## src/rtl/prefetch_queue_pkg.sv

```systemverilog
// prefetch_queue_pkg: shared widths, word stride and FSM encoding for the prefetch queue
`ifndef ADDRESS_WIDTH
`define ADDRESS_WIDTH 32
`endif
`ifndef DATA_WIDTH
`define DATA_WIDTH 32
`endif

package prefetch_queue_pkg;
    localparam int PQ_WORD_BYTES = `DATA_WIDTH / 8;
    typedef enum logic {PQ_RUN = 1'b0, PQ_DRAIN = 1'b1} pq_state_e;
endpackage

```

## src/rtl/pq_fifo.sv

```systemverilog
// pq_fifo: synchronous in-order FIFO with flush, occupancy count and head view
module pq_fifo #(
    parameter int W = 64,
    parameter int DEPTH = 4
) (
    input  logic                    clk,
    input  logic                    reset,
    input  logic                    push,
    input  logic                    pop,
    input  logic                    flush,
    input  logic [W-1:0]            din,
    output logic [$clog2(DEPTH):0]  count,
    output logic [W-1:0]            head
);
    localparam int AW = $clog2(DEPTH);
    logic [W-1:0] mem [DEPTH];
    logic [AW-1:0] wr_ptr, rd_ptr;
    assign head = mem[rd_ptr];
    always_ff @(posedge clk) begin
        if (!reset || flush) begin
            wr_ptr <= '0;
            rd_ptr <= '0;
            count  <= '0;
        end else begin
            if (push) wr_ptr <= wr_ptr + 1'b1;
            if (pop) rd_ptr <= rd_ptr + 1'b1;
            count <= count + (AW+1)'(push) - (AW+1)'(pop);
        end
    end
    always_ff @(posedge clk) begin
        if (push) mem[wr_ptr] <= din;
    end
    // the credit scheme upstream must make a full-FIFO push unreachable
    always_ff @(posedge clk) begin
        if (reset && !flush && push) assert (count != (AW+1)'(DEPTH));
    end
endmodule

```

## src/rtl/prefetch_queue.sv

```systemverilog
// prefetch_queue: sequential instruction prefetcher with redirect flush; PREFETCH_STATS_EN adds discard/stall counters
module prefetch_queue
    import prefetch_queue_pkg::*;
#(
    parameter int ADDR_W = `ADDRESS_WIDTH,
    parameter int DATA_W = `DATA_WIDTH,
    parameter int DEPTH = 4,
    parameter logic [ADDR_W-1:0] RESET_PC = '0
) (
    input  logic              clk,
    input  logic              reset,
`ifdef PREFETCH_STATS_EN
    output logic [15:0]       o_stat_discard,
    output logic [15:0]       o_stat_stall,
`endif
    input  logic              i_redirect_valid,
    input  logic [ADDR_W-1:0] i_redirect_pc,
    output logic              o_mem_valid,
    output logic [ADDR_W-1:0] o_mem_addr,
    input  logic              i_mem_ready,
    input  logic              i_mem_res_valid,
    input  logic [DATA_W-1:0] i_mem_data,
    output logic              o_valid,
    output logic [DATA_W-1:0] o_data,
    output logic [ADDR_W-1:0] o_addr,
    input  logic              i_ready
);
    localparam int CW = $clog2(DEPTH) + 1;
    localparam logic [ADDR_W-1:0] STRIDE = ADDR_W'(PQ_WORD_BYTES);
    pq_state_e state, state_n;
    logic [ADDR_W-1:0] req_pc, req_pc_n, resp_pc, resp_pc_n, aligned_pc;
    logic [CW-1:0] inflight, inflight_n, discard, discard_n, count;
    logic [ADDR_W+DATA_W-1:0] head;
    logic mem_fire, push, pop;

    assign aligned_pc = i_redirect_pc & ~(STRIDE - 1'b1);
    // buffered plus outstanding words never exceed DEPTH, so responses always fit
    assign o_mem_valid = reset && state == PQ_RUN && count + inflight < CW'(DEPTH);
    assign o_mem_addr = req_pc;
    assign mem_fire = o_mem_valid && i_mem_ready;
    assign push = i_mem_res_valid && state == PQ_RUN && discard == '0 && !i_redirect_valid;
    assign o_valid = count != '0;
    assign pop = o_valid && i_ready && !i_redirect_valid;
    assign {o_addr, o_data} = o_valid ? head : '0;

    pq_fifo #(.W(ADDR_W + DATA_W), .DEPTH(DEPTH)) u_fifo (
        .clk   (clk),
        .reset (reset),
        .push  (push),
        .pop   (pop),
        .flush (i_redirect_valid),
        .din   ({resp_pc, i_mem_data}),
        .count (count),
        .head  (head)
    );

    always_ff @(posedge clk) begin
        if (!reset) begin
            state    <= PQ_RUN;
            req_pc   <= RESET_PC;
            resp_pc  <= RESET_PC;
            inflight <= '0;
            discard  <= '0;
        end else begin
            state    <= state_n;
            req_pc   <= req_pc_n;
            resp_pc  <= resp_pc_n;
            inflight <= inflight_n;
            discard  <= discard_n;
        end
    end

    always_comb begin
        state_n    = state;
        req_pc_n   = req_pc;
        resp_pc_n  = resp_pc;
        inflight_n = inflight;
        discard_n  = discard;
        if (i_redirect_valid) begin
            // in RUN discard is zero; in DRAIN inflight is zero and nothing fires
            req_pc_n   = aligned_pc;
            resp_pc_n  = aligned_pc;
            discard_n  = discard + inflight + CW'(mem_fire) - CW'(i_mem_res_valid);
            inflight_n = '0;
            state_n    = discard_n != '0 ? PQ_DRAIN : PQ_RUN;
        end else if (state == PQ_DRAIN) begin
            discard_n = discard - CW'(i_mem_res_valid);
            state_n   = discard_n == '0 ? PQ_RUN : PQ_DRAIN;
        end else begin
            req_pc_n   = mem_fire ? req_pc + STRIDE : req_pc;
            resp_pc_n  = push ? resp_pc + STRIDE : resp_pc;
            inflight_n = inflight + CW'(mem_fire) - CW'(push);
        end
    end

`ifdef PREFETCH_STATS_EN
    always_ff @(posedge clk) begin
        if (!reset) begin
            o_stat_discard <= '0;
            o_stat_stall   <= '0;
        end else begin
            if (i_mem_res_valid && !push && o_stat_discard != '1) o_stat_discard <= o_stat_discard + 1'b1;
            if (i_ready && !o_valid && o_stat_stall != '1) o_stat_stall <= o_stat_stall + 1'b1;
        end
    end
`endif
endmodule

```

## config.mk

```make
export PLATFORM = sky130hd
export DESIGN_NAME = prefetch_queue
export DESIGN_NICKNAME = d
export VERILOG_FILES = /design/src/rtl/prefetch_queue_pkg.sv /design/src/rtl/pq_fifo.sv /design/src/rtl/prefetch_queue.sv
export SDC_FILE = /design/constraint.sdc
export NUM_CORES = 1
export LEC_CHECK = 0
export CAP_MARGIN = 20
export CORE_ASPECT_RATIO = 0.7
export CORE_MARGIN = 8
export CORE_UTILIZATION = 60
export DETAILED_ROUTE_END_ITERATION = 10
export GPL_TIMING_DRIVEN = 0
export MAX_ROUTING_LAYER = met4
export PLACE_DENSITY_LB_ADDON = 0.3
export RECOVER_POWER = 25
export SYNTH_ARGS = -nofsm -noshare
export SYNTH_HDL_FRONTEND = slang
export SYNTH_SLANG_ARGS = --single-unit
```

## constraint.sdc

```tcl
create_clock -name clk -period 6.8 [get_ports clk]
set_clock_uncertainty 0.1 [all_clocks]
set_input_delay 2.04 -clock clk [delete_from_list [all_inputs] [get_ports clk]]
set_output_delay 2.04 -clock clk [all_outputs]
set_load 0.05 [all_outputs]
```

==> flow_summary.json, run 1 <==
{
  "fin_setup_tns_ns": 0,
  "ant_nets": 0,
  "final_area_mm2": 0.0165,
  "reg2reg_slack_ns": 2.90,
  "drive_gt1_frac": 0.112,
  "grt_pass1_vias": 8469,
  "crit_start": "reset",
  "drt_iter0_markers": 685,
  "dpl_cell_area_mm2": 0.0155,
  "rsz0062_at_grt": "no",
  "hold_violations": 0,
  "die_h_um": 141,
  "core-area_mm2": 0.0218,
  "port_buffers": 159,
  "r2r-end": "state",
  "cts_tree": "yes",
  "end_kind": "primary output",
  "synth_area_leaders": "edfxtp_1 (56%), dfxtp_1 (11%), mux4_2 (10%)",
  "finalCriticalPeriod_ns": 5.99,
  "worstPathArrival_ns": 3.85,
  "synthFlopType": "edfxtp_1",
  "p_leak_nw": 5.28,
  "yosys.area.top_type": "edfxtp_1",
  "gp_congestion": 0.928,
  "grt-ovfl-total": 0,
  "min_from": "resp_pc[22]",
  "slew_violations": 0,
  "grt_util_met2": 0.339,
  "status": "finished, final reports clean",
  "yosysTopAreaCellShare": 0.555,
  "postCtsSetupBuffers": 0,
  "whs_ns": 0.439,
  "ios": 168,
  "synth_seq_cells": 324,
  "dp.cells": 1325,
  "insertion_delay_ns": 0.56,
  "syn-instance-count": 877,
  "p_per_area_mw_per_mm2": 270,
  "worst_pin_slew_ns": 0.942,
  "slew_headroom": 0.372,
  "r2r_cells": 12,
  "final_cells": 1381,
  "yosysWarnings": 0,
  "worstPathMaxFanout": 10,
  "cts-root-buf": "clkbuf_16",
  "clk_pin_slew_ns": 0.07,
  "use_met3": 0.0516,
  "initial_core_util": 0.616,
  "hold_depth": 0,
  "worstSetupPathType": "in2out",
  "dp_hpwl_um": 20600,
  "grt_util_met1": 0.327,
  "worstPathRequired_ns": 4.66,
  "fmaxAchievable_mhz": 167,
  "rows": 45,
  "dr_total_vias": 8427,
  "synth_common_cells": "edfxtp_1 (248), dfxtp_1 (76), nor2b_1 (63)",
  "post_drt_wl_per_cell_um": 22.4,
  "numCtsBuffers": 30,
  "hp-class": "reg2reg",
  "grt_max_degree": 63,
  "async_flop_share": 0,
  "wirelength_um": 31000,
  "grt-busiest-layer": "met2",
  "postCtsHoldBufs": 0,
  "synth.most_common_cell": "edfxtp_1",
  "synth-edff-count": 248,
  "die_x_um": 195,
  "ys_types": 43,
  "cts_max_level": 1,
  "grt_pass1_wl_um": 48200,
  "maxCapViolations": 0,
  "dieArea_mm2": 0.0275,
  "dr.pass1.iters": 5,
  "r2r-start": "u_fifo.count[1]",
  "setup_viol_count_final": 0,
  "synth.avg_cell_area_um2": 15.3,
  "viasPerCell": 6.10,
  "drc": 0,
  "post_cts_resized": 0,
  "min_period_over_period": 0.881,
  "antenna_found_initial": 0,
  "seq_area_frac_synth": 0.668,
  "cts.sinks": 324,
  "peakVddDrop_uv": 197,
  "nNetsFinal": 1163,
  "cts_buffer_depth": 3,
  "start_kind": "primary input",
  "hold_end": "u_fifo.mem[3][54]",
  "area_growth_pct": 22.6,
  "synth_area_mm2": 0.0134,
  "grt.total_usage": 0.230
}
logic make-up after synthesis:
| kind of cell | share of synthesized area |
|---|---|
| DFF | 0.668 |
| and+or+nand+nor | 0.0938 |
| AOI/OAI and AO/OA | 0.0532 |
| buffers and inverters | 0.0216 |
| muxes | 0.107 |
| xor gates and xnor gates | 0.0366 |
| adders and majority gates | 0.0190 |
| other | 0.000279 |
layout make-up:
type	instances	area [µm²]
tap	282	353
buffer	51	208
clock inverter	12	109
multi-input combinational	483	4190
timing repair buffer	163	1660
clock buffer	43	881
sequential	324	8970
inverter	22	82.6
antenna	1	2.50
fill	1309	5340
cell usage in the layout, fill, tap and decap left out, types with 14 or more instances in the layout:
master / instances
inv_1: 21
ha_1: 14
nand2_1: 16
clkbuf_1: 45
xor2_1: 45
dfxtp_1: 76
mux4_2: 62
clkdlybuf4s50_1: 147
nor2_1: 19
edfxtp_1: 248
nand4_1: 24
clkbuf_16: 31
o21ai_0: 39
a21oi_1: 51
nor2b_1: 63
nand3_1: 23
power by group:
part	switching (W)	internal (W)	total [W]	leakage, nW
sequential	0.0000627	0.00221	0.00227	2.89
clock	0.000698	0.000971	0.00167	0.489
combinational	0.000311	0.000196	0.000507	1.91
flip-flops by register name, indices dropped and copies added (netlist names), named ones only:
register	count
u_fifo.wr_ptr	2
o_mem_addr	30
u_fifo.count	3
resp_pc	30
u_fifo.rd_ptr	2
state	1
inflight	3
u_fifo.mem	248
discard	3
routing by layer:
| metal | up-vias | share of wire | routed length, µm |
|---|---|---|---|
| met5 | - | 0 | 0 |
| met4 | 0 | 0.018 | 561 |
| met3 | 47 | 0.086 | 2670 |
| met2 | 412 | 0.45 | 13900 |
| met1 | 4182 | 0.45 | 13800 |
| li1 | 3786 | - | - |
worst max path at each step:
stage,endpoint
after floorplan,o_mem_valid
after global placement,u_fifo.mem[3][28]
after detailed placement,o_mem_valid
after CTS,o_mem_valid
after global routing,o_mem_valid
final,o_mem_valid
critical path, stage by stage:
cell and delay, ns:
clkbuf_1 0.48, nor2b_1 0.33, and2_1 0.18, clkdlybuf4s50_1 0.81
per-stage QoR:
| stage | util | power [W] | worst slack (ns) |
|---|---|---|---|
| after floorplan | - | 0.00261 | 1.75 |
| after global placement | 0.706 | 0.00280 | 0.00183 |
| after CTS | 0.755 | 0.00446 | 0.852 |
| after global routing | 0.755 | 0.00458 | 0.776 |
| final | 0.755 | 0.00445 | 0.807 |
| after detailed placement | 0.710 | 0.00281 | 0.867 |
No activity file was read; power rests on OpenSTA's default activity.
==> run 2, diff against run 1 <==
--- a/config.mk
+++ b/config.mk
@@ -8,7 +8,7 @@
 export CAP_MARGIN = 20
 export CORE_ASPECT_RATIO = 0.7
 export CORE_MARGIN = 8
-export CORE_UTILIZATION = 60
+export CORE_UTILIZATION = 25
 export DETAILED_ROUTE_END_ITERATION = 10
 export GPL_TIMING_DRIVEN = 0
 export MAX_ROUTING_LAYER = met4
==> run 2 against run 1 <==
Sequential power hardly changed. Critical path depth grew 1. Cell count grew 33%. Global-route usage is 11 points lower. Via count fell by 1.9%. Clock-buffer cell count down 1. Combinational power rose by 2%. Register-to-register slack hardly changed. Maximum frequency increased by 2.4%. Die area up 120%. First-iteration DRC count down 30%. Sequential share of layout area decreased by 2.5 points. Critical endpoint is now o_addr[21]. Largest cell class unchanged.
==> flow_summary.json, run 2 (synthesis results as in run 1) <==
{
  "status": "finished, final reports clean",
  "postCtsSetupBuffers": 0,
  "wirelength_um": 36500,
  "place_ws_ns": 0.960,
  "p_comb_frac": 0.110,
  "dieArea_mm2": 0.0615,
  "min_period_over_period": 0.861,
  "cts.sinks": 324,
  "drt_iter0_markers": 482,
  "insertion_delay_ns": 0.54,
  "hp-class": "reg2reg",
  "worst_pin_slew_ns": 0.968,
  "initial_core_util": 0.251,
  "core-area_mm2": 0.0534,
  "drive_gt1_frac": 0.122,
  "slew_violations": 0,
  "grt_pass1_wl_um": 54500,
  "r2r-start": "u_fifo.count[1]",
  "ios": 168,
  "rows": 71,
  "area_growth_pct": 28.6,
  "internal_power_w": 0.00353,
  "worstPathRequired_ns": 4.66,
  "die_x_um": 293,
  "postCtsHoldBufs": 0,
  "start_kind": "register",
  "dr_total_vias": 8263,
  "peakVddDrop_uv": 140,
  "grt.total_usage": 0.119,
  "worstPathArrival_ns": 3.72,
  "clock_power_share": 0.407,
  "slew_headroom": 0.350,
  "antenna_found_initial": 0,
  "regMostFlops": "u_fifo.mem",
  "finalCriticalPeriod_ns": 5.86,
  "hold_depth": 2,
  "rsz0062_at_grt": "no",
  "dp_hpwl_um": 25600,
  "dr.pass1.iters": 6,
  "cts_buffer_depth": 3,
  "ant_nets": 0,
  "end_kind": "primary output",
  "drc": 0,
  "gp_congestion": 0.835,
  "p_leak_nw": 5.39,
  "r2r_cells": 12,
  "fin_setup_tns_ns": 0,
  "worstPathMaxFanout": 10,
  "die_h_um": 210,
  "cts_tree": "yes",
  "numCtsBuffers": 35,
  "fmaxAchievable_mhz": 171,
  "nNetsFinal": 1171,
  "reg2reg_slack_ns": 2.89,
  "min_from": "u_fifo.wr_ptr[1]",
  "hold_end": "u_fifo.wr_ptr[1]",
  "largest_register_ffs": 248,
  "viasPerCell": 4.49,
  "worstSetupPathType": "reg2out",
  "setup_ws_ns": 0.945,
  "port_buffers": 159,
  "sw_frac_of_total": 0.250,
  "p_per_area_mw_per_mm2": 272,
  "grt_pass1_vias": 8438,
  "grt-ovfl-total": 0,
  "maxCapViolations": 0,
  "layout_commonest_cell": "edfxtp_1",
  "p_sw_w": 0.00117,
  "hold_violations": 0,
  "seq_power_share": 0.483,
  "post_cts_resized": 0,
  "cts-root-buf": "clkbuf_16",
  "post_drt_wl_per_cell_um": 19.8,
  "cts_max_level": 2,
  "clk_pin_slew_ns": 0.06,
  "setup_viol_count_final": 0,
  "grt_max_degree": 52,
  "r2r-end": "state",
  "layout_common_cells": "edfxtp_1 (248), clkdlybuf4s50_1 (147), dfxtp_1 (76), nor2b_1 (63), mux4_2 (62)"
}
==> run 2: final cells by class <==
class | instances | area [µm²]
fill | 5228 | 36100
sequential | 324 | 8970
multi-input combinational | 483 | 4190
timing repair buffer | 166 | 1740
clock buffer | 42 | 953
tap | 730 | 913
buffer | 51 | 208
clock inverter | 21 | 199
inverter | 22 | 82.6
antenna | 1 | 2.50
==> run 2: how the worst max path moves through the flow <==
stage,startpoint,endpoint,slack [ns],cells past startpoint
4_1_cts,register,o_addr[4],0.75,5
2_1_floorplan,reset,o_mem_valid,1.75,3
3_5_place_dp,reset,o_mem_valid,0.96,4
6_report,register,o_addr[21],0.94,5
3_3_place_gp,i_mem_res_valid,u_fifo.mem[0][7],-0.60,5
5_1_grt,register,o_addr[21],0.67,5
==> run 2: metal layers <==
metal,GRT usage,part of all wire
met2,0.181,0.45
met5,-,0
met3,0.0265,0.054
met1,0.163,0.48
met4,0.0276,0.019
==> run 2: power by group through the flow <==
stage          Sequential (W)  Combinational, W  Clock (W)
6_report              0.00227          0.000516    0.00191
5_1_grt               0.00228          0.000555    0.00205
4_1_cts               0.00227          0.000525    0.00197
3_5_place_dp          0.00231          0.000523          0
3_3_place_gp          0.00231          0.000512          0
2_1_floorplan         0.00233          0.000278          0
==> run 2: metrics by stage <==
stage,cell area [µm²],util,hold slack [ns],total power (W),cells
floorplan,13400,-,0.374,0.00261,880
global placement,15900,0.298,0.406,0.00282,1769
detailed placement,16100,0.301,0.420,0.00283,1775
CTS,17200,0.323,0.431,0.00476,1838
global route,17300,0.323,0.469,0.00488,1839
finish,17300,0.323,0.430,0.00470,1840
==> run 2: critical path, cell delays in order (launching register included) <==
cell	delay, ns
dfxtp_1	0.30
clkbuf_1	0.55
buf_1	0.75
mux4_2	0.62
nor2b_1	0.15
clkdlybuf4s50_1	0.80
